===== src/rtl/alu_step_ctrl_if.sv =====
// ---------------------------------------------------------------------------
// alu_step_ctrl_if
// Bundles the switch/button inputs, the ALU operand/result bus and the
// display-side outputs of the step sequencer.
//   slave  : the sequencer (alu_step_ctrl) side
//   master : the board/ALU/display side that surrounds it
// Signals:
//   step      debounced, synchronized step button (level)
//   clr       synchronous abort/clear (level)
//   sw        switch word
//   op_a/op_b operands to the ALU
//   op_sel    opcode to the ALU
//   alu_out   ALU result
//   alu_flags ALU flags {ZF,CF,OF,SF}
//   result    captured result for the display
//   flags     captured flags {ZF,CF,OF,SF}
//   state     current sequencer state encoding
//   done      one-cycle pulse on capture
// ---------------------------------------------------------------------------
interface alu_step_ctrl_if #(
  parameter int WIDTH = 32,
  parameter int OPW   = 4
);
  logic             step;
  logic             clr;
  logic [WIDTH-1:0] sw;
  logic [WIDTH-1:0] op_a;
  logic [WIDTH-1:0] op_b;
  logic [OPW-1:0]   op_sel;
  logic [WIDTH-1:0] alu_out;
  logic [3:0]       alu_flags;
  logic [WIDTH-1:0] result;
  logic [3:0]       flags;
  logic [2:0]       state;
  logic             done;

  modport slave (
    input  step, clr, sw, alu_out, alu_flags,
    output op_a, op_b, op_sel, result, flags, state, done
  );

  modport master (
    output step, clr, sw, alu_out, alu_flags,
    input  op_a, op_b, op_sel, result, flags, state, done
  );
endinterface


===== src/rtl/alu_step_ctrl.sv =====
// ---------------------------------------------------------------------------
// alu_step_ctrl
// Step-button sequencer around the ALU. Successive step presses latch the
// switch word as operand A, operand B and then the opcode; after
// EXEC_CYCLES clock edges the ALU result and flags are captured for the
// display and a one-cycle done pulse is raised.
//
// Ports:
//   clk  system clock
//   rst  asynchronous reset, active-high
//   bus  alu_step_ctrl_if.slave (step, clr, sw, alu_out, alu_flags in;
//        op_a, op_b, op_sel, result, flags, state, done out)
//
// Configuration:
//   ALU_CHAIN_EN  when defined, a step press in DONE loads the previous
//                 result as operand A instead of the switch word, so results
//                 can be chained accumulator-style. Undefined by default.
// ---------------------------------------------------------------------------
module alu_step_ctrl #(
  parameter int WIDTH       = 32,
  parameter int OPW         = 4,
  parameter int EXEC_CYCLES = 2
) (
  input  logic            clk,
  input  logic            rst,
  alu_step_ctrl_if.slave  bus
);

  typedef enum logic [2:0] {
    S_IDLE  = 3'd0,
    S_GOT_A = 3'd1,
    S_GOT_B = 3'd2,
    S_EXEC  = 3'd3,
    S_DONE  = 3'd4
  } state_e;

  // Counter preload: EXEC_CYCLES-1 further edges are spent counting down,
  // the edge that sees cnt==0 performs the capture.
  localparam logic [3:0] CNT_INIT = 4'(EXEC_CYCLES - 1);

  state_e           state_q,    state_d;
  logic             step_dly_q, step_dly_d;
  logic [3:0]       cnt_q,      cnt_d;
  logic [WIDTH-1:0] op_a_q,     op_a_d;
  logic [WIDTH-1:0] op_b_q,     op_b_d;
  logic [OPW-1:0]   op_sel_q,   op_sel_d;
  logic [WIDTH-1:0] result_q,   result_d;
  logic [3:0]       flags_q,    flags_d;
  logic             done_q,     done_d;
  logic             step_pulse;

  // Rising edge of the (already debounced) step level: one pulse per press.
  assign step_pulse = bus.step & ~step_dly_q;

  // Next-state and datapath update logic.
  always_comb begin
    state_d    = state_q;
    step_dly_d = bus.step;
    cnt_d      = cnt_q;
    op_a_d     = op_a_q;
    op_b_d     = op_b_q;
    op_sel_d   = op_sel_q;
    result_d   = result_q;
    flags_d    = flags_q;
    done_d     = 1'b0;

    if (bus.clr) begin
      // Abort: operands and sequencing are cleared, displayed result kept.
      state_d  = S_IDLE;
      cnt_d    = 4'd0;
      op_a_d   = '0;
      op_b_d   = '0;
      op_sel_d = '0;
    end else begin
      case (state_q)
        S_IDLE: begin
          if (step_pulse) begin
            op_a_d  = bus.sw;
            state_d = S_GOT_A;
          end else begin
            state_d = S_IDLE;
          end
        end
        S_GOT_A: begin
          if (step_pulse) begin
            op_b_d  = bus.sw;
            state_d = S_GOT_B;
          end else begin
            state_d = S_GOT_A;
          end
        end
        S_GOT_B: begin
          if (step_pulse) begin
            op_sel_d = bus.sw[OPW-1:0];
            cnt_d    = CNT_INIT;
            state_d  = S_EXEC;
          end else begin
            state_d = S_GOT_B;
          end
        end
        S_EXEC: begin
          // Step presses are ignored while the ALU settles.
          if (cnt_q != 4'd0) begin
            cnt_d   = cnt_q - 4'd1;
            state_d = S_EXEC;
          end else begin
            result_d = bus.alu_out;
            flags_d  = bus.alu_flags;
            done_d   = 1'b1;
            state_d  = S_DONE;
          end
        end
        S_DONE: begin
          if (step_pulse) begin
`ifdef ALU_CHAIN_EN
            op_a_d = result_q;
`else
            op_a_d = bus.sw;
`endif
            state_d = S_GOT_A;
          end else begin
            state_d = S_DONE;
          end
        end
        default: begin
          // Unused encodings fall back to IDLE on the next edge.
          state_d = S_IDLE;
        end
      endcase
    end
  end

  // State and datapath registers with asynchronous reset.
  always_ff @(posedge clk or posedge rst) begin
    if (rst) begin
      state_q    <= S_IDLE;
      step_dly_q <= 1'b0;
      cnt_q      <= 4'd0;
      op_a_q     <= '0;
      op_b_q     <= '0;
      op_sel_q   <= '0;
      result_q   <= '0;
      flags_q    <= 4'd0;
      done_q     <= 1'b0;
    end else begin
      state_q    <= state_d;
      step_dly_q <= step_dly_d;
      cnt_q      <= cnt_d;
      op_a_q     <= op_a_d;
      op_b_q     <= op_b_d;
      op_sel_q   <= op_sel_d;
      result_q   <= result_d;
      flags_q    <= flags_d;
      done_q     <= done_d;
    end
  end

  assign bus.op_a   = op_a_q;
  assign bus.op_b   = op_b_q;
  assign bus.op_sel = op_sel_q;
  assign bus.result = result_q;
  assign bus.flags  = flags_q;
  assign bus.state  = state_q;
  assign bus.done   = done_q;

endmodule


===== src/flat_wrapper.sv =====
// flat-port wrapper written by rule: the top's interface ports become plain ports
module alu_step_ctrl_flat 
#(
  parameter int WIDTH       = 32,
  parameter int OPW         = 4,
  parameter int EXEC_CYCLES = 2
)
  (clk, rst, bus_step, bus_clr, bus_sw, bus_alu_out, bus_alu_flags, bus_op_a, bus_op_b, bus_op_sel, bus_result, bus_flags, bus_state, bus_done);
  alu_step_ctrl_if #(.WIDTH(WIDTH), .OPW(OPW)) bus_i ();
  input  logic clk;
  input  logic rst;
  input wire logic [$bits(bus_i.step)-1:0] bus_step;
  input wire logic [$bits(bus_i.clr)-1:0] bus_clr;
  input wire logic [$bits(bus_i.sw)-1:0] bus_sw;
  input wire logic [$bits(bus_i.alu_out)-1:0] bus_alu_out;
  input wire logic [$bits(bus_i.alu_flags)-1:0] bus_alu_flags;
  output wire logic [$bits(bus_i.op_a)-1:0] bus_op_a;
  output wire logic [$bits(bus_i.op_b)-1:0] bus_op_b;
  output wire logic [$bits(bus_i.op_sel)-1:0] bus_op_sel;
  output wire logic [$bits(bus_i.result)-1:0] bus_result;
  output wire logic [$bits(bus_i.flags)-1:0] bus_flags;
  output wire logic [$bits(bus_i.state)-1:0] bus_state;
  output wire logic [$bits(bus_i.done)-1:0] bus_done;
  assign bus_i.step = bus_step;
  assign bus_i.clr = bus_clr;
  assign bus_i.sw = bus_sw;
  assign bus_i.alu_out = bus_alu_out;
  assign bus_i.alu_flags = bus_alu_flags;
  assign bus_op_a = bus_i.op_a;
  assign bus_op_b = bus_i.op_b;
  assign bus_op_sel = bus_i.op_sel;
  assign bus_result = bus_i.result;
  assign bus_flags = bus_i.flags;
  assign bus_state = bus_i.state;
  assign bus_done = bus_i.done;
  alu_step_ctrl #(.WIDTH(WIDTH), .OPW(OPW), .EXEC_CYCLES(EXEC_CYCLES)) u_core (.clk(clk), .rst(rst), .bus(bus_i));
endmodule

===== config.mk =====
export PLATFORM = sky130hd
export DESIGN_NAME = alu_step_ctrl_flat
export DESIGN_NICKNAME = d
export VERILOG_FILES = /design/src/rtl/alu_step_ctrl_if.sv /design/src/rtl/alu_step_ctrl.sv /design/src/flat_wrapper.sv
export SDC_FILE = /design/constraint.sdc
export NUM_CORES = 1
export LEC_CHECK = 0
export CAP_MARGIN = 20
export CORE_UTILIZATION = 45
export CTS_CLUSTER_DIAMETER = 200
export DETAILED_ROUTE_END_ITERATION = 10
export HOLD_SLACK_MARGIN = 0.02
export PLACE_DENSITY = 0.82
export SYNTH_ARGS = -nofsm -noshare
export SYNTH_HDL_FRONTEND = slang
export SYNTH_SLANG_ARGS = --single-unit

===== constraint.sdc =====
create_clock -name clk -period 7.6 [get_ports clk]
set_clock_uncertainty 0.15 [all_clocks]
set_input_delay 1.52 -clock clk [delete_from_list [all_inputs] [get_ports clk]]
set_output_delay 1.52 -clock clk [all_outputs]
set_load 0.01 [all_outputs]

==> results of run 1 <==
-- worst register-to-register path, cell delays in order, from the launching register on --
cell and delay, ns:
dfrtp_1 0.41, inv_1 0.11, ha_1 0.22, nor3b_2 0.39
nand4_4 0.75, mux2_4 0.59
-- cell type report --
class	instances	area (um2)	share of cell area, %
clock buffer	20	435	6.13
clock inverter	11	91.3	1.29
inverter	5	21.3	0.300
multi-input combinational	280	1670	23.5
sequential	113	2830	39.8
tap	133	166	2.34
timing repair buffer	186	1890	26.6
-- sequential cells by signal, summed over array words and instances, names as in the netlist --
register / count
u_core.bus.flags: 4
u_core.bus.op_a: 32
u_core.bus.done: 1
u_core.bus.result: 32
u_core.cnt_q: 4
u_core.bus.op_b: 32
u_core.bus.state: 3
u_core.bus.op_sel: 4
u_core.step_dly_q: 1
-- per-layer routing --
metal / share of wire [%] / routed length, um
met5: 0 / 0
met4: 1.4 / 179
met3: 8.0 / 1030
met2: 50 / 6380
met1: 41 / 5210
-- final timing paths --
check | from | end | slack (ns)
hold reg to reg | u_core.bus.result[27] | u_core.bus.result[27] | 0.36
min in group asynchronous | rst | u_core.bus.result[17] | 1.24
setup / recovery | u_core.bus.state[0] | bus_state[0] | 4.08
hold / removal | u_core.bus.result[27] | u_core.bus.result[27] | 0.36
setup reg to reg | u_core.cnt_q[0] | u_core.bus.result[1] | 4.85
max in group asynchronous | rst | u_core.bus.flags[3] | 5.04
-- cells in the final DEF (no fill, tap or decap), drive strengths merged, types with 3 or more instances in the layout --
| cell | synthesis | layout |
|---|---|---|
| clkdlybuf4s50 | 0 | 178 |
| nor3 | 5 | 5 |
| clkinv | 0 | 7 |
| clkinvlp | 0 | 3 |
| nor2 | 9 | 9 |
| dfrtp | 113 | 113 |
| a21oi | 68 | 68 |
| mux2i | 4 | 4 |
| clkbuf | 16 | 20 |
| o21ai | 5 | 5 |
| mux2 | 36 | 36 |
| inv | 5 | 5 |
| buf | 11 | 8 |
| nand2 | 131 | 131 |
-- cells by family (layout without fill, tap and decap cells) --
group / count (synthesis) / after routing / synth area share [%]
flip-flops: 113 / 113 / 60.9
AO/OA/AOI/OAI: 78 / 78 / 8.82
AND/OR/NAND/NOR: 161 / 161 / 14.7
multiplexers: 40 / 40 / 11.9
buffers and inverters: 32 / 222 / 3.29
adder cells (fa/ha/maj): 1 / 1 / 0.270
-- stage by stage --
step	utilization, %	worst slack, ns	cell area [um2]	hold slack, ns
final	72.0	4.08	7100	0.356
after global placement	65.9	3.88	6500	0.339
after detailed placement	66.2	3.82	6530	0.342
after CTS	71.6	4.07	7060	0.357
after floorplan	-	2.94	4640	0.379
after global routing	72.0	3.99	7100	0.375
-- power groups by stage --
stage               clock network, W  logic (W)  registers [W]
global placement                   0   0.000195       0.000662
floorplan                          0  0.0000667       0.000674
global route                0.000740   0.000218       0.000658
detailed placement                 0   0.000201       0.000664
finish                      0.000701   0.000204       0.000654
CTS                         0.000712   0.000203       0.000654
==> metrics.txt, run 1 <==
status finished clean; Max stage delay on crit path 0.69 ns; Slew Limit Fails 0; synth cell count leaders nand2_1, dfrtp_1, a21oi_1, mux2_4, clkbuf_1; fillers 699; Overall Power 0.00156 W; drt first pass iters 5; post-synth net total 498; htree depth 4; Comb pwr share 13.1%; largest net degree at the start of global routing 81; RSZ-0062 raised after global routing no; total CTS buffers 17; layout net count 676; post-synth cell types 32; worst reg2reg path depth 5; fmax 284 MHz; Hold Buf Count CTS 0; Critical-path top delay cell dfrtp_1; DRC errors left 0; Setup TNS 0 ns; top post-synthesis cells by area dfrtp_1, nand2_1, mux2_4; worst min path class register to register; GR peak layer met2; period utilization 46.3%; Synth Instances 425; Yosys warnings 0; endpoints failing setup 0; Area Growth Syn to Fin 53.0%; NetSw 0.000370 W; Slew headroom 40.3%; Mean Syn Cell Area 10.9 um2; number of global-route vias before repair 3933; Clock power frac 45.0%; Post-synth top flop dfrtp_1; CP Cell Sequence clkdlybuf4s50_1; Die Ht 104 um; Tmin final 3.52 ns; routed len/inst 17.1 um; die area 10700 um2; Core Area 9860 um2; Max rail drop VDD 0.000132 V; EDFF count, synth 0; met2 usage 41.4%; PwrDens 220 nW/um2; die width 104 um; placed insts 715; share of cells above drive strength 1 13.0%; Max Buffers Root-to-Sink 2; Worst-Skew Late Latency 0.49 ns; met1 Use GR 29.9%; first-pass GRT wire length 20600 um; number of max-cap violations 0; IO Count 180; Reg clk slew, reported paths 0.05 ns; worst slew pin tran 0.893 ns; cell taking the most area after synthesis dfrtp_1; top-count cell post-synth nand2_1; switching power share of the total 23.7%; Cell Area, Synth 4640 um2; Setup Buffers After CTS 0; Int Pwr 0.00119 W; top-area cell type share of the netlist area 60.9%; part of the power in registers 42.0%; kind of cell adding the most delay to the critical path flip-flops; Worst path depth 1; vias after detailed routing 3859; antenna fix cells 0; vias per cell 5.16; kind of end point of the critical path output port; GR Overflow Total 0; CP bufs+invs 1; crit path kind register to output port; Worst Path Arrival 1.85 ns; GPL Wtd Cong 0.778; drt first-iter violations 195; #FFs+latches synth 113; final wirelength 12800 um; CTS tree done; fin cells 748; Critical Path Fanout Max 14; CTS Sinks 113; final hold vios 0; Worst Path Required 5.93 ns; hold depth 1; DP HPWL 8740 um; Core Rows 36; Critical Path Start Type register; I/O Buffers 179; Starting Density 47.0%; sequential-to-total area share from yosys stat 60.9%; root buf cell clkbuf_8; GRT Util Overall 24.7%; initial antenna violation count 0; antenna-violating nets left 0; post-synthesis async set-or-reset flop share 100%; M3 GR Usage 8.12%; post-CTS resize count 0; Leak Pwr 3.15 nW
Power figures use the tool's default switching activity.
==> run 2, diff against run 1 <==
--- a/config.mk
+++ b/config.mk
@@ -6,11 +6,11 @@
 export NUM_CORES = 1
 export LEC_CHECK = 0
 export CAP_MARGIN = 20
-export CORE_UTILIZATION = 45
+export CORE_UTILIZATION = 40
 export CTS_CLUSTER_DIAMETER = 200
 export DETAILED_ROUTE_END_ITERATION = 10
 export HOLD_SLACK_MARGIN = 0.02
-export PLACE_DENSITY = 0.82
+export PLACE_DENSITY = 0.77
 export SYNTH_ARGS = -nofsm -noshare
 export SYNTH_HDL_FRONTEND = slang
 export SYNTH_SLANG_ARGS = --single-unit
==> constraint.sdc (replaced) <==
create_clock -name clk -period 3 [get_ports clk]
set_clock_uncertainty 0.15 [all_clocks]
set_input_delay 0.6 -clock clk [delete_from_list [all_inputs] [get_ports clk]]
set_output_delay 0.6 -clock clk [all_outputs]
set_load 0.01 [all_outputs]
==> run 2 against run 1 <==
Against the previous run:
- combinational power increased to 2.5 times the previous value
- critical path depth unchanged
- first-iteration DRC count decreased by 39%
- clock power increased to 2.7 times the previous value
- cell area increased by 0.83%
- largest power group unchanged
- cell count increased by 1.2%
- register-to-register slack got worse by 4.1 ns
- wire length decreased by 2.3%
- global-route usage decreased by 2.9 points
- total power increased to 2.6 times the previous value
- non-clock buffer count increased by 2
==> metrics.txt, run 2 (synthesized netlist as in run 1, its figures left out) <==
commonest non-fill, non-tap cell in the layout clkdlybuf4s50_1; Max Buffers Root-to-Sink 2; Reg clk slew, reported paths 0.05 ns; Hold Buf Count CTS 0; Die Ht 110 um; Core Area 11100 um2; CP bufs+invs 1; Max rail drop VDD 0.000443 V; Core Rows 38; antenna fix cells 0; RR Endpoint u_core.bus.result[4]; hold depth 1; CP Cell Sequence clkdlybuf4s50_1; number of global-route vias before repair 3920; R2R Path Start u_core.cnt_q[0]; Worst Path Required 2.25 ns; first-pass GRT wire length 19300 um; Setup TNS 0 ns; post-CTS resize count 0; Hold Slack 0.354 ns; CTS tree done; Critical Path Start Type register; hold_sp u_core.bus.result[9]; Critical Path Fanout Max 14; root buf cell clkbuf_16; Slew headroom 46.6%; share of cells above drive strength 1 13.0%; Worst-Skew Late Latency 0.41 ns; DRC errors left 0; IO Count 180; worst min path class register to register; Area Growth Syn to Fin 54.3%; Clock power frac 46.8%; Hold EP u_core.bus.result[9]; vias per cell 5.01; worst slack at placement 0.524 ns; fmax 400 MHz; antenna-violating nets left 0; layout net count 678; I/O Buffers 179; drt first pass iters 4; Int Pwr 0.00317 W; initial antenna violation count 0; DP HPWL 8250 um; Tmin final 2.50 ns; Slew Limit Fails 0; GR Overflow Total 0; GRT Util Overall 21.8%; worst setup margin 0.500 ns; crit path kind register to output port; routed len/inst 16.5 um; kind of end point of the critical path output port; Starting Density 41.9%; final hold vios 0; Worst Path Arrival 1.75 ns; fillers 876; drt first-iter violations 118; most frequent cells in the layout clkdlybuf4s50_1, nand2_1, dfrtp_1; NetSw 0.000906 W; period utilization 83.3%; endpoints failing setup 0; worst reg2reg path depth 6; Comb pwr share 12.7%; total CTS buffers 17; switching power share of the total 22.2%; r2r setup slk 0.76 ns; die area 12000 um2; GPL Wtd Cong 0.828; Setup Buffers After CTS 0; Max stage delay on crit path 0.68 ns; part of the power in registers 40.5%; die width 110 um; largest net degree at the start of global routing 75; number of max-cap violations 0; status finished clean; vias after detailed routing 3792; Leak Pwr 3.17 nW; worst slew pin tran 0.802 ns; RSZ-0062 raised after global routing no; PwrDens 570 nW/um2; htree depth 4; CTS Sinks 113; final wirelength 12500 um; Critical-path top delay cell dfrtp_1; kind of cell adding the most delay to the critical path flip-flops
run 2: changes by cell type in the layout (fill, tap and decap cells not counted), moves of 2 or more:
cell / previous run / this run
clkbuf_1: 2 / 4
clkinv_2: 6 / 2
buf_4: 4 / 6
buf_12: 0 / 3
buf_16: 2 / 0
clkbuf_8: 2 / 6
run 2: final cells by class:
class	count	area [um2]	area share (%)
multi-input cells	280	1670	23.3
clock buffers	27	523	7.31
repair buffers	188	1890	26.4
clock inverters	4	47.5	0.664
well taps	140	175	2.45
inverters	5	22.5	0.315
flip-flops and latches	113	2830	39.5
run 2: stage by stage:
step                      util (%)  instances  instance area (um2)  total power (W)
after floorplan                  -        425                 4640          0.00188
final                         64.6        757                 7160          0.00408
after detailed placement      59.5        726                 6590          0.00220
after global placement        59.5        726                 6590          0.00218
after CTS                     64.6        757                 7160          0.00412
after global routing          64.6        757                 7160          0.00424
run 2: worst max path at each step:
stage	from	end	slack (ns)	cells past startpoint
floorplan	rst	u_core.bus.done	0.88	1
global placement	bus_step	u_core.bus.op_sel[1]	0.56	5
detailed placement	bus_step	u_core.bus.op_sel[1]	0.52	5
CTS	u_core.bus.state[0]	bus_state[0]	0.48	1
global route	u_core.bus.state[0]	bus_state[0]	0.42	1
finish	u_core.bus.state[0]	bus_state[0]	0.50	1
run 2: power groups by stage:
stage	Clock [W]	Sequential (W)	Combinational [W]
floorplan	0	0.00171	0.000169
global route	0.00202	0.00166	0.000559
CTS	0.00194	0.00165	0.000523
detailed placement	0	0.00168	0.000518
finish	0.00191	0.00165	0.000516
global placement	0	0.00167	0.000512
run 2: per-layer routing:
layer | vias to the layer above | track usage, % | share of wire, %
li1 | 1770 | - | -
met1 | 1834 | 24.4 | 41
met2 | 164 | 35.2 | 47
met3 | 24 | 9.72 | 10
met4 | 0 | 11.0 | 2.4
met5 | - | 0 | 0
